File: src/rtl/io_bus_arbiter.sv
// io_bus_arbiter
//   Round-robin Wishbone-classic arbiter that shares the single I/O controller
//   slave port among NM bus masters (CPU, DMA, debug). One master owns the
//   slave for the whole of its cyc; the grant is registered, so arbitration
//   costs one cycle, and there is always one idle cycle between tenures so
//   the slave sees cyc drop.
//
//   Optional feature, enabled by defining IO_ARB_WATCHDOG_EN:
//     a watchdog counts cycles of s_stb_o without s_ack_i. At TIMEOUT it
//     answers the owner with a one-cycle err, drops the slave strobes and
//     parks in HOLD until the owner releases cyc. Without the macro there is
//     no counter and m_err_o is constant 0.
//
// Ports
//   clk_i    : system clock, rising edge
//   rst_i    : asynchronous reset, active low
//   m_cyc_i  : per-master cyc            [NM]
//   m_stb_i  : per-master stb            [NM]
//   m_we_i   : per-master we             [NM]
//   m_adr_i  : per-master address        [NM*AW], master k at [k*AW +: AW]
//   m_dat_i  : per-master write data     [NM*DW]
//   m_sel_i  : per-master byte selects   [NM*4]
//   m_dat_o  : read data broadcast to all masters
//   m_ack_o  : ack, only to the granted master
//   m_err_o  : err, only to the granted master (watchdog build)
//   s_cyc_o, s_stb_o, s_we_o, s_adr_o, s_dat_o, s_sel_o : to the slave
//   s_dat_i  : read data from the slave
//   s_ack_i  : ack from the slave
//   grant_o  : one-hot current owner, 0 when idle
module io_bus_arbiter #(
   parameter int NM      = 3,
   parameter int AW      = 17,
   parameter int DW      = 32,
   parameter int TIMEOUT = 1023
) (
   input  logic             clk_i,
   input  logic             rst_i,
   input  logic [NM-1:0]    m_cyc_i,
   input  logic [NM-1:0]    m_stb_i,
   input  logic [NM-1:0]    m_we_i,
   input  logic [NM*AW-1:0] m_adr_i,
   input  logic [NM*DW-1:0] m_dat_i,
   input  logic [NM*4-1:0]  m_sel_i,
   output logic [DW-1:0]    m_dat_o,
   output logic [NM-1:0]    m_ack_o,
   output logic [NM-1:0]    m_err_o,
   output logic             s_cyc_o,
   output logic             s_stb_o,
   output logic             s_we_o,
   output logic [AW-1:0]    s_adr_o,
   output logic [DW-1:0]    s_dat_o,
   output logic [3:0]       s_sel_o,
   input  logic [DW-1:0]    s_dat_i,
   input  logic             s_ack_i,
   output logic [NM-1:0]    grant_o
);

   localparam int IW = (NM > 1) ? $clog2(NM) : 1;

`ifdef IO_ARB_WATCHDOG_EN
   typedef enum logic [1:0] {IDLE, GRANT, HOLD} state_t;
`else
   typedef enum logic [0:0] {IDLE, GRANT} state_t;
`endif

   state_t        state, state_nx;
   logic [NM-1:0] grant, grant_nx;
   logic [IW-1:0] gidx, gidx_nx;
   logic [IW-1:0] last, last_nx;
   logic [IW-1:0] pick_idx;
   logic          pick_vld;
   logic          in_grant;
   logic          req_stb;
   logic          timeout;

   // Round-robin search: first requester after the previous owner.
   always_comb begin
      logic [IW-1:0] cand;
      pick_vld = 1'b0;
      pick_idx = last;
      cand     = last;
      for (int i = 1; i <= NM; i++) begin
         cand = IW'((int'(last) + i) % NM);
         if (!pick_vld && m_cyc_i[cand]) begin
            pick_vld = 1'b1;
            pick_idx = cand;
         end
      end
   end

   assign in_grant = (state == GRANT);
   assign req_stb  = in_grant & m_cyc_i[gidx] & m_stb_i[gidx];

`ifdef IO_ARB_WATCHDOG_EN
   localparam int CW = $clog2(TIMEOUT + 1);
   logic [CW-1:0] wd_cnt;

   // An ack in the timeout cycle wins: timeout requires !s_ack_i.
   assign timeout = req_stb & ~s_ack_i & (wd_cnt == CW'(TIMEOUT));
   assign m_err_o = timeout ? grant : '0;

   // Cleared outside GRANT so every tenure starts from 0; saturates at
   // TIMEOUT, where the FSM leaves GRANT anyway.
   always_ff @(posedge clk_i or negedge rst_i) begin
      if (!rst_i) begin
         wd_cnt <= '0;
      end else if (!in_grant || s_ack_i) begin
         wd_cnt <= '0;
      end else if (req_stb && (wd_cnt != CW'(TIMEOUT))) begin
         wd_cnt <= wd_cnt + CW'(1);
      end
   end
`else
   assign timeout = 1'b0;
   // TIMEOUT only matters with the watchdog; this term is constant 0.
   assign m_err_o = {NM{TIMEOUT < 0}};
`endif

   // FSM state and grant registers.
   always_ff @(posedge clk_i or negedge rst_i) begin
      if (!rst_i) begin
         state <= IDLE;
         grant <= '0;
         gidx  <= '0;
         last  <= IW'(NM - 1);
      end else begin
         state <= state_nx;
         grant <= grant_nx;
         gidx  <= gidx_nx;
         last  <= last_nx;
      end
   end

   always_comb begin
      state_nx = state;
      grant_nx = grant;
      gidx_nx  = gidx;
      last_nx  = last;
      case (state)
         IDLE: begin
            if (pick_vld) begin
               state_nx = GRANT;
               gidx_nx  = pick_idx;
               grant_nx = NM'(1) << pick_idx;
            end
         end
         GRANT: begin
`ifdef IO_ARB_WATCHDOG_EN
            if (timeout) begin
               state_nx = HOLD;
            end else
`endif
            if (!m_cyc_i[gidx]) begin
               state_nx = IDLE;
               grant_nx = '0;
               last_nx  = gidx;
            end
         end
`ifdef IO_ARB_WATCHDOG_EN
         HOLD: begin
            if (!m_cyc_i[gidx]) begin
               state_nx = IDLE;
               grant_nx = '0;
               last_nx  = gidx;
            end
         end
`endif
         default: state_nx = IDLE;
      endcase
   end

   // Slave-side mux. Everything reads 0 outside a tenure, so an asynchronous
   // reset clears the bus immediately. m_dat_o follows s_dat_i in the same
   // cycle as the combinational ack so the owner can latch both together.
   always_comb begin
      s_cyc_o = 1'b0;
      s_stb_o = 1'b0;
      s_we_o  = 1'b0;
      s_adr_o = '0;
      s_dat_o = '0;
      s_sel_o = '0;
      m_dat_o = '0;
      m_ack_o = '0;
      if (in_grant) begin
         s_cyc_o       = m_cyc_i[gidx] & ~timeout;
         s_stb_o       = req_stb & ~timeout;
         s_we_o        = m_we_i[gidx];
         s_adr_o       = m_adr_i[gidx*AW +: AW];
         s_dat_o       = m_dat_i[gidx*DW +: DW];
         s_sel_o       = m_sel_i[gidx*4 +: 4];
         m_dat_o       = s_dat_i;
         // A late ack (owner stb already low) reaches nobody.
         m_ack_o[gidx] = req_stb & s_ack_i;
      end
   end

   assign grant_o = grant;

endmodule

File: config.mk
export PLATFORM = sky130hd
export DESIGN_NAME = io_bus_arbiter
export DESIGN_NICKNAME = d
export VERILOG_FILES = /design/src/rtl/io_bus_arbiter.sv
export SDC_FILE = /design/constraint.sdc
export NUM_CORES = 1
export LEC_CHECK = 0
export ABC_AREA = 1
export BUFFER_PORTS_ARGS = -buffer_cell sky130_fd_sc_hd__buf_2
export CORE_AREA = 8 8 109 111
export CTS_BUF_LIST = sky130_fd_sc_hd__clkbuf_8
export DETAILED_ROUTE_END_ITERATION = 6
export DIE_AREA = 0 0 117 119
export HOLD_SLACK_MARGIN = 0.1
export PLACE_DENSITY = 0.7
export SYNTH_ARGS = -nofsm -noshare
export SYNTH_HDL_FRONTEND = slang
export SYNTH_SLANG_ARGS = --single-unit
File: constraint.sdc
create_clock -name clk_i -period 3.89 [get_ports clk_i]
set_input_delay 0.389 -clock clk_i [delete_from_list [all_inputs] [get_ports clk_i]]
set_output_delay 0.389 -clock clk_i [all_outputs]
set_load 0.005 [all_outputs]
==> impl_metrics.toml, run 1 <==
[status]
outcome = "complete, no violations"

[critical_path]
cpMostUsedCell = "nand2_2"
crit_slowest_cell = "nor2_4"
critPathRequiredTime_ns = 3.50
cp_slowest_stage_delay_ns = 0.54
critPathArrivalTime_ns = 2.38
path_cells = "inv_2, nor2_4, nand2_1, nand3_1, nand2_2, a31oi_4, nand2_2, nor3_1, buf_2"
worstSetupPathType = "flip-flop to output pin"
end_kind = "output pin"
critPathLaunchType = "flip-flop"
crit_fanout = 28

[job]
maxCapViolCount = 0

[placed_design]
placed_cell_area_um2 = 3829
gp_congestion = 0.8972
dp_hpwl_um = 10910
dpl.cell_count = 891
port-buffer-count = 296
dp_slack_ns = 1.334

[power]
powerDensity_nw_per_um2 = 578.0
p_total_mw = 2.246
peakVddDrop_mv = 0.4242
leakage_nw = 2.779

[final_layout]
drive_gt1_frac = 0.4237
area_growth_pct = 70.47
design_area_um2 = 3886
final_cell_mix = "buf_2, nand2_1, inv_1, nand3_1, a21oi_1"
final_common_cell = "buf_2"
fin_nets = 968
final_cell_count_no_fill = 897

[grt]
grt_pass1_vias = 3750
grt_max_degree = 48
grt_use_met1 = 0.1951
antenna_found_initial = 1
busiest_layer = "met2"
grt_pass1_wl_um = 19300
grt_use_met3 = 0.05306
grtUsageMet2 = 0.3097
gr-total-overflow = 0
grt_use_total = 0.1715

[cts]
cts.sinks = 8
numCtsBuffers = 3
ctsRootBufferMaster = "clkbuf_8"
h-tree-depth = 1
cts_tree = "yes"
clk_path_buf_depth = 2
worstSkewPairLatency_ns = 0.23
path_clk_slew_ns = 0.04

[drt]
drc = 0
wl_per_cell_um = 14.60
vias = 3862
drt.antenna.violating_nets = 0
avgViaCountPerCell = 4.305
wl_um = 13100
drtIter0Drc = 346
dr.pass1.iters = 5

[synthesis]
yosys.area.top_type = "nand2_1"
synth_cell_types = 28
ys_seq_elements = 8
ys_warn_count = 0
synth.yosys.seq_area_share = 0.08836
synthCells = 484
yosysTopAreaCellShare = 0.4100
syn-mean-instance-area_um2 = 4.710
yosys-top-cells-area = "nand2_1, inv_1, nand3_1"
synth_area_um2 = 2280

[floorplanning]
coreArea_um2 = 10090
chipHeight_um = 119
die_w_um = 117
start_util = 0.2259
die_area_um2 = 13920
ioPinCount = 300
num_rows = 37

[sta]
slew_headroom = 0.4858
setup_viol = 0
rsz0062_at_grt = "no"
worst_pin_slew_ns = 0.7713
period_needed_ns = 2.774
fmax_ghz = 0.3605
fin_setup_tns_ns = 0
slew_violations = 0
fin_crit_sh = 0.7130
layout_setup_ws_ns = 1.116
skew_ns = 0.001661
finalHoldViolCount = 0

[hold_path]
worstHoldPathType = "flip-flop to flip-flop"
[routing by layer]
| metal | wire [µm] | up-vias | share of wire |
|---|---|---|---|
| met1 | 5017 | 1620 | 0.38 |
| met5 | 0 | - | 0 |
| met2 | 6232 | 224 | 0.48 |
| met4 | 174 | 0 | 0.013 |
| met3 | 1677 | 12 | 0.13 |
| li1 | - | 2006 | - |
[power by group]
part,switching [mW],internal (mW)
sequential,0.107,0.121
combinational,1.17,0.749
clock,0.0336,0.0684
[cells in the mapped netlist (all sizes together)]
master,n
inv,84
a22oi,10
conb,1
o21ai,7
a31oi,10
a21oi,11
nand2,254
buf,26
o21bai,1
dfrtp,7
nand3,51
clkinv,1
nand4,1
ha,4
clkbuf,5
dfstp,1
nor3,4
nor2,5
or2,1
[path summary, 6_finish.rpt]
kind,start,end,slack (ns),cells past startpoint
worst min register to register,grant_o[1],grant_o[1],0.47,2
worst max-delay path,gidx[0],m_ack_o[1],1.12,9
min in group asynchronous,rst_i,gidx[0],0.54,2
max in group asynchronous,rst_i,last[1],3.11,2
worst min-delay path,grant_o[1],grant_o[1],0.47,2
worst max register to register,in_grant,gidx[0],1.80,5
[final cells by class]
class                           instances  area, µm²
Antenna cell                            1      2.502
Clock inverter                          1      3.754
Sequential cell                         8      202.7
Tap cell                              136      170.2
Multi-Input combinational cell        362       1625
Inverter                               85      319.1
Fill cell                            1180       6206
Timing Repair Buffer                  301       1521
Clock buffer                            3      41.29
[kinds of logic after synthesis]
group	synth area share
other	0.001645
and+or+nand+nor	0.5670
adders and majority gates	0.02195
buffers and inverters	0.2097
AOI/OAI and AO/OA	0.1114
DFF	0.08837
[state kept, by name, summed over array words and instances (netlist names)]
signal / flops
gidx: 2
grant_o: 3
in_grant: 1
last: 2
[through the flow]
stage          hold WS, ns  utilization
6_report            0.4714       0.3851
5_1_grt             0.5128       0.3851
4_1_cts             0.4788       0.3848
3_5_place_dp        0.2394       0.3794
3_3_place_gp        0.2425       0.3794
2_1_floorplan      0.09341            -
[worst max-delay path: cells and delay by family (launching register included)]
family          cells  cell delay [ns]
compound gates      1             0.19
flops               1             0.51
simple gates        6             1.19
buf+inv             2             0.27
[what timing repair did]
| item | in CTS | in global routing |
|---|---|---|
| endpoints found under the hold margin | 7 | 0 |
| resized for setup | 0 | 0 |
| setup buffers | 0 | 0 |
| hold buffers | 1 | 0 |
Note: power is estimated with default switching activity, not from simulation.
==> run 2, diff against run 1 <==
Settings changed: CORE_AREA 8 8 109 111 to 8 8 111 113, DIE_AREA 0 0 117 119 to 0 0 119 121.
Clock period 3.89 ns to 2.55 ns, I/O delays scaled along.
==> impl_metrics.toml, run 2 (same netlist as run 1, synthesis figures left out) <==
[status]
outcome = "complete, no violations"

[final_layout]
seq_area_um2 = 202.7
diodes = 0
drive_gt1_frac = 0.4260
largest_reg_flops = 3
final_util = 0.3689
fillers = 1199
area_growth_pct = 71.57
fin_nets = 971
multi_input_area_um2 = 1625
final_cell_mix = "buf_2, nand2_1, inv_1, nand3_1, a21oi_1"
final_common_cell = "buf_2"

[floorplanning]
coreArea_um2 = 10600
die_area_um2 = 14400
num_rows = 38
ioPinCount = 300
die_w_um = 119
chipHeight_um = 121
start_util = 0.2150

[critical_path]
end_kind = "output pin"
r2r_start = "last[0]"
critPathRequiredTime_ns = 2.30
cp_slowest_stage_delay_ns = 0.48
worstSetupPathType = "flip-flop to output pin"
crit_slowest_cell = "dfrtp_1"
cpMostUsedCell = "nand2_2"
crit_family = "simple AND/OR/NAND/NOR gates"
path_cells = "inv_2, nor2_4, nand2_1, nand3_1, nand2_2, a31oi_4, nand2_2, nor3_1, buf_2"
critPathLaunchType = "flip-flop"
rrSetupSlack_ns = 0.63
critPathArrivalTime_ns = 1.96
critPathBufInv = 2
crit_fanout = 12
rr_endpoint = "gidx[1]"
crit_start = "gidx[1]"
r2r.worst_path.cells = 11

[hold_path]
worstHoldPathType = "input port to async pin"

[cts]
cts_tree = "yes"
worstSkewPairLatency_ns = 0.23
clk_path_buf_depth = 2
path_clk_slew_ns = 0.05
cts_resized = 0
numCtsBuffers = 3
cts_setup_buffers = 0
cts.sinks = 8
ctsRootBufferMaster = "clkbuf_8"
h-tree-depth = 1
ctsHoldBuffers = 1

[placed_design]
port-buffer-count = 296
dp_slack_ns = 0.5813
dp_hpwl_um = 10630
gp_congestion = 0.8678

[drt]
drc = 0
wl_um = 12520
wl_per_cell_um = 13.87
dr.pass1.iters = 5
vias = 3979
avgViaCountPerCell = 4.406
drt.antenna.violating_nets = 0
drtIter0Drc = 351

[sta]
finalHoldViolCount = 0
whs_ns = 0.3977
worst_pin_slew_ns = 0.6994
rsz0062_at_grt = "no"
layout_setup_ws_ns = 0.3303
period_needed_ns = 2.220
fin_setup_tns_ns = 0
fmax_ghz = 0.4505
fin_crit_sh = 0.8705
slew_headroom = 0.5332
setup_viol = 0
skew_ns = 0.007634
slew_violations = 0

[power]
p_total_mw = 3.411
leakage_nw = 2.794
peakVddDrop_mv = 0.4975
powerDensity_nw_per_um2 = 872.1

[grt]
grt_use_total = 0.1566
gr-total-overflow = 0
antenna_found_initial = 0
grt_pass1_wl_um = 18710
grt_pass1_vias = 3679
grt_max_degree = 55

[job]
maxCapViolCount = 0
[run 2: report_power, final]
| part | total, mW | switching [mW] | internal (mW) | leakage [nW] |
|---|---|---|---|---|
| clock | 0.157 | 0.0526 | 0.104 | 0.0269 |
| sequential | 0.250 | 0.0630 | 0.187 | 0.0988 |
| combinational | 3.00 | 1.84 | 1.17 | 2.67 |
[run 2: cell type report]
type / instances / area share
timing repair buffer: 304 / 0.3948
clock buffer: 3 / 0.01056
multi-input combinational: 362 / 0.4155
tap: 140 / 0.04479
inverter: 85 / 0.08157
sequential: 8 / 0.05182
clock inverter: 1 / 0.0009597
[run 2: how the worst max path moves through the flow]
stage | cells past startpoint | slack (ns) | end
after detailed placement | 9 | 0.58 | m_ack_o[0]
final | 9 | 0.33 | m_ack_o[0]
after global routing | 9 | 0.12 | m_ack_o[0]
after global placement | 9 | 0.60 | m_ack_o[0]
after floorplan | 11 | 0.87 | gidx[0]
after CTS | 9 | 0.33 | m_ack_o[0]
[run 2: metrics by stage]
step / instances / area, µm²
2_1_floorplan: 486 / 2287
3_3_place_gp: 898 / 3856
3_5_place_dp: 898 / 3856
4_1_cts: 903 / 3911
5_1_grt: 903 / 3911
6_report: 903 / 3911
[run 2: routing by layer]
metal	GRT usage	part of all wire
met1	0.1756	0.37
met2	0.2856	0.50
met3	0.04746	0.11
met4	0.03241	0.011
met5	0	0
